<file path="config.mk">
export PLATFORM = sky130hd
export DESIGN_NAME = multicycle_control
export DESIGN_NICKNAME = d
export VERILOG_FILES = /design/src/rtl/multicycle_control.sv
export SDC_FILE = /design/constraint.sdc
export NUM_CORES = 1
export LEC_CHECK = 0
export CAP_MARGIN = 0
export CELL_PAD_IN_SITES_DETAIL_PLACEMENT = 2
export CELL_PAD_IN_SITES_GLOBAL_PLACEMENT = 2
export CORE_MARGIN = 2
export CORE_UTILIZATION = 30
export CTS_CLUSTER_DIAMETER = 200
export DETAILED_ROUTE_END_ITERATION = 8
export GPL_TIMING_DRIVEN = 0
export PLACE_DENSITY = 0.78
export SETUP_SLACK_MARGIN = 0.2
export SLEW_MARGIN = 10
export SYNTH_ARGS = -nofsm -noshare
export SYNTH_HDL_FRONTEND = slang
export SYNTH_SLANG_ARGS = --single-unit
</file>
<file path="constraint.sdc">
create_clock -name clk -period 2.55 [get_ports clk]
set_input_delay 0.255 -clock clk [delete_from_list [all_inputs] [get_ports clk]]
set_output_delay 0.255 -clock clk [all_outputs]
set_load 0.005 [all_outputs]
</file>
<file path="src/rtl/multicycle_control.sv">
// multicycle_control: five-state IF/ID/EX/MEM/WB sequencer for the multi-cycle core
//   in : clk, rst (async, active-low), op_class[2:0], dec_aluop[3:0], alu_zero, mem_ready
//   out: mem_req, mem_we, ir_write, pc_write, pc_src[1:0], alu_src_a, alu_src_b[1:0],
//        AluOp1[3:0], target_write, reg_write, mem_to_reg, illegal, bus_err, instret[31:0]
module multicycle_control #(
    parameter logic [3:0] ALUOP_ADD   = 4'd1,
    parameter logic [3:0] ALUOP_SUB   = 4'd2,
    parameter int         MEM_TIMEOUT = 16
) (
    input  logic        clk,
    input  logic        rst,
    input  logic [2:0]  op_class,
    input  logic [3:0]  dec_aluop,
    input  logic        alu_zero,
    input  logic        mem_ready,
    output logic        mem_req,
    output logic        mem_we,
    output logic        ir_write,
    output logic        pc_write,
    output logic [1:0]  pc_src,
    output logic        alu_src_a,
    output logic [1:0]  alu_src_b,
    output logic [3:0]  AluOp1,
    output logic        target_write,
    output logic        reg_write,
    output logic        mem_to_reg,
    output logic        illegal,
    output logic        bus_err,
    output logic [31:0] instret
);
    typedef enum logic [2:0] {S_IF, S_ID, S_EX, S_MEM, S_WB} state_t;
    localparam logic [2:0] C_RALU = 3'd0, C_IALU = 3'd1, C_LOAD = 3'd2, C_STORE = 3'd3,
                           C_BRANCH = 3'd4, C_JUMP = 3'd5, C_NOP = 3'd6, C_ILLEGAL = 3'd7;
    state_t     state;
    logic [2:0] op_q;
    logic [7:0] wd_cnt;
    logic       run;
    logic       req;
    logic       timeout;
    logic       retire;
    // run holds every output low for the first cycle after reset release,
    // so the first fetch is issued one cycle after rst deasserts
    assign req     = run && (state == S_IF || state == S_MEM);
    // mem_ready in the final wait cycle beats the timeout
    assign timeout = req && !mem_ready && (wd_cnt == 8'(MEM_TIMEOUT - 1));
    assign retire  = run && ((state == S_ID && op_class == C_NOP) ||
                             (state == S_EX && (op_q == C_BRANCH || op_q == C_JUMP)) ||
                             (state == S_MEM && mem_ready) ||
                             state == S_WB);
    always_comb begin
        mem_req      = req;
        mem_we       = 1'b0;
        ir_write     = 1'b0;
        pc_write     = 1'b0;
        pc_src       = 2'd0;
        alu_src_a    = 1'b0;
        alu_src_b    = 2'd0;
        AluOp1       = 4'd0;
        target_write = 1'b0;
        reg_write    = 1'b0;
        mem_to_reg   = 1'b0;
        illegal      = 1'b0;
        bus_err      = timeout;
        if (run) begin
            case (state)
                S_IF: begin
                    alu_src_b = 2'd1;
                    AluOp1    = ALUOP_ADD;
                    ir_write  = mem_ready;
                    pc_write  = mem_ready;
                end
                S_ID: begin
                    alu_src_b    = 2'd3;
                    AluOp1       = ALUOP_ADD;
                    target_write = 1'b1;
                    illegal      = op_class == C_ILLEGAL;
                end
                S_EX: begin
                    case (op_q)
                        C_RALU: begin
                            alu_src_a = 1'b1;
                            AluOp1    = dec_aluop;
                        end
                        C_IALU: begin
                            alu_src_a = 1'b1;
                            alu_src_b = 2'd2;
                            AluOp1    = dec_aluop;
                        end
                        C_LOAD, C_STORE: begin
                            alu_src_a = 1'b1;
                            alu_src_b = 2'd2;
                            AluOp1    = ALUOP_ADD;
                        end
                        C_BRANCH: begin
                            alu_src_a = 1'b1;
                            AluOp1    = ALUOP_SUB;
                            pc_src    = 2'd1;
                            pc_write  = alu_zero;
                        end
                        C_JUMP: begin
                            pc_src   = 2'd2;
                            pc_write = 1'b1;
                        end
                        default: ;
                    endcase
                end
                S_MEM: begin
                    mem_we     = op_q == C_STORE;
                    reg_write  = mem_ready && op_q == C_LOAD;
                    mem_to_reg = mem_ready && op_q == C_LOAD;
                end
                S_WB: reg_write = 1'b1;
                default: ;
            endcase
        end
    end
    always_ff @(posedge clk or negedge rst) begin
        if (!rst) begin
            state   <= S_IF;
            op_q    <= C_NOP;
            wd_cnt  <= 8'd0;
            run     <= 1'b0;
            instret <= 32'd0;
        end else if (!run) begin
            run <= 1'b1;
        end else begin
            instret <= instret + {31'd0, retire};
            wd_cnt  <= (req && !mem_ready && !timeout) ? wd_cnt + 8'd1 : 8'd0;
            case (state)
                S_IF:  state <= mem_ready ? S_ID : S_IF;
                S_ID: begin
                    op_q  <= op_class;
                    state <= (op_class == C_NOP || op_class == C_ILLEGAL) ? S_IF : S_EX;
                end
                S_EX:  state <= (op_q == C_LOAD || op_q == C_STORE) ? S_MEM :
                                (op_q == C_RALU || op_q == C_IALU) ? S_WB : S_IF;
                S_MEM: state <= (mem_ready || timeout) ? S_IF : S_MEM;
                default: state <= S_IF;
            endcase
        end
    end
endmodule
</file>
Yosys cells after proc, flatten, opt, wreduce, memory -nomap -nowiden
Cells that the tools add are included.
Storage, ports and cells
  register bits after elaboration: 47
  input bits: 11
  logic and storage cells: 81
Operators by class
  add/sub/neg operators: 2
  equal/unequal tests: 12
  muxes and demuxes: 34
  reductions and logical operators: 28
Operators by type and width (count)
  32-bit by 1-bit adder with 32-bit output: 1
  1-bit 2-to-1 mux: 16
  3-bit == test (second input constant): 5
  3-bit by 2-bit == test with 1-bit output (second input constant): 4
  2-bit 2-to-1 mux: 6
  3-bit case mux with 4 select lines: 1
  4-bit case mux with 3 select lines: 1
  1-bit logical AND: 9
  1-bit logical OR: 9
  8-bit by 1-bit adder with 8-bit output (second input constant): 1
  8-bit by 4-bit == test with 1-bit output (second input constant): 1
  8-bit 2-to-1 mux: 1
  4-bit case mux with 2 select lines: 1
  3-bit by 1-bit == test with 1-bit output (second input constant): 2
  3-bit logical NOT: 2
  3-bit 2-to-1 mux: 2
  1-bit case mux with 2 select lines: 3
  2-bit case mux with 3 select lines: 1
  2-bit OR reduction: 3
  5-bit OR reduction: 1
  4-bit 2-to-1 mux: 1
  2-bit case mux with 2 select lines: 1
  3-bit OR reduction: 1
  1-bit logical NOT: 2
  2-bit AND reduction: 1

Depth between registers and ports, before layout
Gate-level depths: netlist of the first run.
  depth after elaboration: 8
  gate-level depth with buffers: 12
  depth with buffers taken out: 10

Worst setup path before layout of the first run
OpenSTA, ideal clock, no wires.
  path type: reg2reg
  start point: reg state[0]
  end point: reg instret[30]
  data arrival time: 2.117 ns
  required time: 2.427 ns
  slack: 0.310 ns
  stages on the path, launching flop included: 12
  path buffers: 1
  path through: dfrtp_1 > nand2b_1 > nor3_1 > nand2_1 > a31oi_1 > ha_1 > ha_1 > and3_1 > and3_1 > buf_2 > nand4_1 > xnor2_1
On the way
  longest elaborated chain between the ends: 7
  elaborated cells between the ends (all ways): 12
  those cells by class: 1 x add/sub; 4 x eq/ne; 7 x reduce/logical
RTL lines
  start: declaration: line 34  | state_t state;
  start signal: assignment: line 130  | S_IF: state <= mem_ready ? S_ID : S_IF;
  start signal: assignment: line 133  | state <= (op_class == C_NOP || op_class == C_ILLEGAL) ? S_IF : S_EX;
  start signal: assignment: line 135  | S_EX: state <= (op_q == C_LOAD || op_q == C_STORE) ? S_MEM :
  3-bit by 1-bit == test with 1-bit output / 3-bit by 2-bit == test with 1-bit output (equally long branches): line 46, 47
  1-bit logical AND, on equally long branches: line 46, 47
  1-bit logical OR: line 46  | assign retire = run && ((state == S_ID && op_class == C_NOP) ||
  1-bit logical OR: line 47  | (state == S_EX && (op_q == C_BRANCH || op_q == C_JUMP)) ||
  1-bit logical OR *: line 48  | (state == S_MEM && mem_ready) ||
  1-bit logical AND *: line 46
  32-bit by 1-bit adder with 32-bit output *: line 127  | instret <= instret + {31'd0, retire};
  end signal: assignment: line 127
  end: declaration: line 29  | output logic [31:0] instret
Every way passes the cells marked *; elsewhere a longest branch is shown, timed or not.
A chain may end at the register's enable or synchronous reset.

Final worst setup path of the first run
  start point: reg state[0]
  end point: reg instret[8]
The elaborated chain is that of the path after synthesis.

==> flow_summary.yaml, run 1 <==
placed_design:
  portBuffers: 60
  postPlaceCellArea_um2: 3210
  pre_cts_slack_ns: -0.203
  hpwl_um: 5220
  gp_congestion: 0.749
timing:
  fin_crit_ns: 2.49
  fin_tns_setup_ns: 0
  timing.final.crit_share: 0.977
  clock.fmax_mhz: 401
  tightest_slew_ns: 0.560
  hold_viol_final: 0
  final_max_slew_viol_count: 0
  finalSetupViolations: 0
  rsz0062_at_grt: "true"
  skew_ns: 0.00393
  fin_ws_ns: 0.0582
  slew_headroom: 0.627
route:
  via_count: 2268
  wl_per_cell_um: 18.4
  ant_nets: 0
  drt_iter0_markers: 25
  wirelength_um: 8020
  viasPerCell: 5.19
  drc: 0
  dr.pass1.iters: 4
floorplanning:
  start_util: 0.304
  die_h_um: 94.6
  rows: 33
  boundaryPins: 61
  die_width_um: 94.6
  dieArea_um2: 8950
  core_area_um2: 8090
layout:
  postLayoutCellArea_um2: 3800
  n_fill_cell: 852
  fin_nets: 345
  area_growth_pct: 54.4
  n_antenna_cell: 0
  drive_gt1_frac: 0.280
power_and_ir_drop:
  vdd_drop_max_mv: 0.351
  p_leak_nw: 1.64
  pwr_density_cell_nw_per_um2: 595
  finalPower_w: 0.00226
setup_path:
  r2r_start: "state[0]"
  worstSetupStartpointType: "flop"
  end_kind: "flop"
  path_max_fanout: 5
  worstPathRequired_ns: 2.74
  rr_endpoint: "instret[8]"
  r2r_cells: 11
  r2r_setup_slack_ns: 0.06
  worst_ep_arrival_time_ns: 2.68
  path_class: "flop to flop"
clock_tree:
  clk_latency_ns: 0.30
  cts_tree: "yes"
  clk_path_buf_depth: 2
  clk_pin_slew_ns: 0.09
  cts_buffers: 5
  htree_levels: 2
  cts.sinks: 47
  clockRootBuffer: "clkbuf_8"
grt:
  grt_use_total: 0.179
  overflow: 0
  grt_pass1_vias: 2402
  grt_pass1_wl_um: 12600
  antenna_found_initial: 0
  grt_max_degree: 27
synth:
  yosys.area.top_type: "dfrtp_1"
  async_reset_ff_frac: 1.00
  syn_area_um2: 2460
  synth_edf_count: 0
  synth-seq-cells: 47
  syn_nets: 258
  syn_inst: 244
  synth_area_leaders: "dfrtp_1 46%, xnor2_1 8.9%, nand2_1 3.7%, nand4_1 3.6%, nand3_1 3.0%"
  synth_ff_type: "dfrtp_1"
  synthDistinctLibCells: 45
  synth_top_area_frac: 0.457
  yosysWarnings: 0
  seq_area_frac_synth: 0.479
  avgSynthCellArea_um2: 10.1
outcome:
  status: "complete, no violations"
run:
  maxCapViolations: 0
hold_path:
  hold_class: "input pin to async pin"
## synth_stat cells, drive strengths merged, types with 3 or more instances
library cell  number
dfrtp             45
xnor2             25
nand2             24
nand3             15
nand4             15
nor3              15
nor2              14
nand2b             9
a21oi              7
xor2               7
and3               6
buf                5
mux2               5
a31oi              4
clkbuf             4
nor4               4
o21ai              4
and4               3
ha                 3
mux2i              3
## power breakdown
part           total (W)  leakage [nW]  switching [W]  internal (W)
registers       0.000940         0.637       0.000110      0.000830
clock network   0.000651        0.0654       0.000259      0.000392
logic           0.000671         0.936       0.000327      0.000344
total            0.00226          1.64       0.000696       0.00157
## through the flow
| step | util | std cells | hold slack, ns |
|---|---|---|---|
| 4_1_cts | 0.444 | 429 | 0.484 |
| 3_5_place_dp | 0.397 | 410 | 0.275 |
| 3_3_place_gp | 0.395 | 409 | 0.466 |
| 6_report | 0.470 | 437 | 0.471 |
| 2_1_floorplan | - | 244 | -0.0406 |
| 5_1_grt | 0.470 | 437 | 0.507 |
## routing by layer
metal,global-route usage,share of wire,up-vias
met5,0,0,-
met4,0.0326,0.012,0
met3,0.0343,0.035,9
met2,0.330,0.54,60
met1,0.218,0.41,1147
li1,-,-,1052
## state kept, by name, summed over array words and instances, names as in the netlist
| name | cells |
|---|---|
| wd_cnt | 8 |
| op_q | 3 |
| run | 1 |
| instret | 32 |
| state | 3 |
## logic make-up (layout without fill, tap and decap cells)
family / count (synthesis) / count (layout) / share of synthesized area
AND/OR/NAND/NOR: 114 / 115 / 0.262
flip-flops: 47 / 47 / 0.479
buffers and inverters: 12 / 99 / 0.0234
AO/OA/AOI/OAI: 27 / 27 / 0.0706
adder cells (fa/ha/maj): 3 / 3 / 0.0152
other: 1 / 1 / 0.00152
multiplexers: 8 / 8 / 0.0351
XOR/XNOR: 32 / 32 / 0.114
## cell usage in the layout (no fill, tap or decap), drive strengths merged, types with 2 or more instances in the layout
cell	instances
nor2	15
inv	2
and4	3
xnor2	25
xor2	7
and2	2
dlymetal6s2s	2
dfrtp	45
nor4	4
o22ai	2
dfstp	2
mux2	5
clkbuf	9
a21oi	7
a211oi	2
clkdlybuf4s50	55
nand3	15
nor2b	2
bufinv	2
nor3b	2
nand4	15
mux2i	3
ha	3
nand2b	9
and3	6
nor3	15
a31oi	4
buf	25
dlygate4sd2	2
a22oi	2
o21ai	4
nand2	24
## worst max-delay path: stages, from the launching register on
cell and delay (ns):
dfrtp_2 0.46, nand2b_4 0.18, nor3_4 0.22, nand2_1 0.09, a31oi_2 0.21, ha_2 0.25
ha_4 0.15, and3_4 0.19, and3_4 0.21, buf_6 0.13, nand4_1 0.12, xnor2_1 0.16
## layout make-up
cell class                      instances  area, um^2  share of cell area
Multi-Input combinational cell        186        1490               0.393
Sequential cell                        47        1180               0.311
Buffer                                  9        68.8              0.0181
Tap cell                              105         131              0.0346
Clock inverter                          2        60.1              0.0158
Clock buffer                            6        72.6              0.0191
Timing Repair Buffer                   79         783               0.206
Inverter                                3        12.5             0.00329
## worst max path at each step
| stage | startpoint | slack [ns] | to | depth (start not counted) |
|---|---|---|---|---|
| 2_1_floorplan | state[0] | 0.31 | instret[30] | 11 |
| 3_3_place_gp | rst | -0.22 | op_q[0] | 1 |
| 3_5_place_dp | op_class[2] | -0.20 | instret[28] | 12 |
| 4_1_cts | state[2] | 0.11 | instret[8] | 12 |
| 5_1_grt | state[0] | -0.09 | instret[30] | 11 |
| 6_report | state[0] | 0.06 | instret[8] | 11 |
## timing repair
| action | CTS | global route |
|---|---|---|
| pin swaps | 14 | 27 |
| gates resized for setup | 44 | 31 |
| hold endpoints to repair | 21 | 0 |
| setup buffers | 8 | 8 |
| hold buffers | 1 | 0 |
| endpoints found under the setup margin | 39 | 34 |
| cloned | 2 | 0 |
Note: power is estimated with default switching activity, not from simulation.
==> inputs of run 2 (changes only) <==
- CAP_MARGIN: 0 -> 25
==> flow_summary.yaml, run 2 (synthesis results as in run 1) <==
timing:
  slew_headroom: 0.627
  finalSetupViolations: 0
  fin_ws_ns: 0.0582
  hold_ws_ns: 0.471
  fin_crit_ns: 2.49
  timing.final.crit_share: 0.977
  skew_ns: 0.00393
  clock.fmax_mhz: 401
  rsz0062_at_grt: "true"
  tightest_slew_ns: 0.560
  final_max_slew_viol_count: 0
  hold_viol_final: 0
outcome:
  status: "complete, no violations"
route:
  wirelength_um: 8020
  viasPerCell: 5.19
  drc: 0
  drt_iter0_markers: 25
  ant_nets: 0
  via_count: 2268
  dr.pass1.iters: 4
  wl_per_cell_um: 18.4
layout:
  top_register: "instret"
  final_cell_mix: "55 x clkdlybuf4s50_1, 43 x dfrtp_1, 19 x nand2_1, 19 x xnor2_1, 14 x nand4_1"
  area_growth_pct: 54.4
  largest_reg_flops: 32
  layout_commonest_cell: "clkdlybuf4s50_1"
  fin_nets: 345
  n_antenna_cell: 0
  top_regs: "instret: 32 flops, wd_cnt: 8 flops"
  drive_gt1_frac: 0.280
setup_path:
  worstPathRequired_ns: 2.74
  r2r_cells: 11
  r2r_setup_slack_ns: 0.06
  r2r_start: "state[0]"
  worstSetupStartpointType: "flop"
  path_class: "flop to flop"
  rr_endpoint: "instret[8]"
  end_kind: "flop"
  worst_ep_arrival_time_ns: 2.68
  path_max_fanout: 5
placed_design:
  pre_cts_slack_ns: -0.203
  gp_congestion: 0.749
  portBuffers: 60
  hpwl_um: 5220
grt:
  grt_use_total: 0.179
  antenna_found_initial: 0
  globalRouteMet2Util: 0.330
  grt_max_degree: 27
  grt_pass1_wl_um: 12600
  grt_use_met1: 0.218
  grt_use_met3: 0.0343
  grt_pass1_vias: 2402
  overflow: 0
  grt_busiest_layer: "met2"
power_and_ir_drop:
  p_seq_frac: 0.415
  p_switching_w: 0.000696
  comb_power_share: 0.297
  swShare: 0.308
  p_int_w: 0.00157
  pwr_density_cell_nw_per_um2: 595
  pwr-share-clk: 0.288
  p_leak_nw: 1.64
  vdd_drop_max_mv: 0.351
clock_tree:
  cts_buffers: 5
  clk_pin_slew_ns: 0.09
  clk_latency_ns: 0.30
  cts.sinks: 47
  clk_path_buf_depth: 2
  htree_levels: 2
  clockRootBuffer: "clkbuf_8"
  cts_tree: "yes"
floorplanning:
  dieArea_um2: 8950
  die_h_um: 94.6
  start_util: 0.304
  rows: 33
  die_width_um: 94.6
  core_area_um2: 8090
  boundaryPins: 61
run:
  maxCapViolations: 0
hold_path:
  hold_class: "input pin to async pin"
[run 2: final cells by class]
cell class / instances / area, um^2
Fill cell: 852 / 4290
Timing Repair Buffer: 79 / 783
Multi-Input combinational cell: 186 / 1490
Sequential cell: 47 / 1180
Clock inverter: 2 / 60.1
Inverter: 3 / 12.5
Clock buffer: 6 / 72.6
Tap cell: 105 / 131
Buffer: 9 / 68.8
[run 2: power groups by stage]
stage	combinational [W]	sequential, W	clock (W)
2_1_floorplan	0.000303	0.000902	0
3_3_place_gp	0.000514	0.000925	0
3_5_place_dp	0.000536	0.000930	0
4_1_cts	0.000621	0.000930	0.000666
5_1_grt	0.000739	0.000954	0.000694
6_report	0.000671	0.000940	0.000651
[run 2: worst max path at each step]
stage                  end  depth (start not counted)        start  slack (ns)
6_report        instret[8]                         11     state[0]        0.06
2_1_floorplan  instret[30]                         11     state[0]        0.31
4_1_cts         instret[8]                         12     state[2]        0.11
3_5_place_dp   instret[28]                         12  op_class[2]       -0.20
3_3_place_gp       op_q[0]                          1          rst       -0.22
5_1_grt        instret[30]                         11     state[0]       -0.09
[run 2: what timing repair did]
| item | in CTS | in global routing |
|---|---|---|
| endpoints found under the hold margin | 21 | 0 |
| buffers inserted | 8 | 8 |
| gates cloned | 2 | 0 |
| hold buffers | 1 | 0 |
| endpoints found under the setup margin | 39 | 34 |
| resized for setup | 44 | 31 |
| pin swaps | 14 | 27 |
[run 2: metal layers]
metal / up-vias / share of wire
met1: 1147 / 0.41
met4: 0 / 0.012
met2: 60 / 0.54
met3: 9 / 0.035
met5: - / 0
li1: 1052 / -
[run 2: worst max-delay path, cell delays in order, from the launching register on]
cell	delay, ns
dfrtp_2	0.46
nand2b_4	0.18
nor3_4	0.22
nand2_1	0.09
a31oi_2	0.21
ha_2	0.25
ha_4	0.15
and3_4	0.19
and3_4	0.21
buf_6	0.13
nand4_1	0.12
xnor2_1	0.16
[run 2: metrics by stage]
stage / util / cell area, um^2 / setup TNS (ns) / total power [W] / instances
2_1_floorplan: - / 2460 / 0 / 0.00121 / 244
3_3_place_gp: 0.395 / 3190 / -10.48 / 0.00144 / 409
3_5_place_dp: 0.397 / 3210 / -2.10 / 0.00147 / 410
4_1_cts: 0.444 / 3590 / 0 / 0.00222 / 429
5_1_grt: 0.470 / 3800 / -0.484 / 0.00239 / 437
6_report: 0.470 / 3800 / 0 / 0.00226 / 437
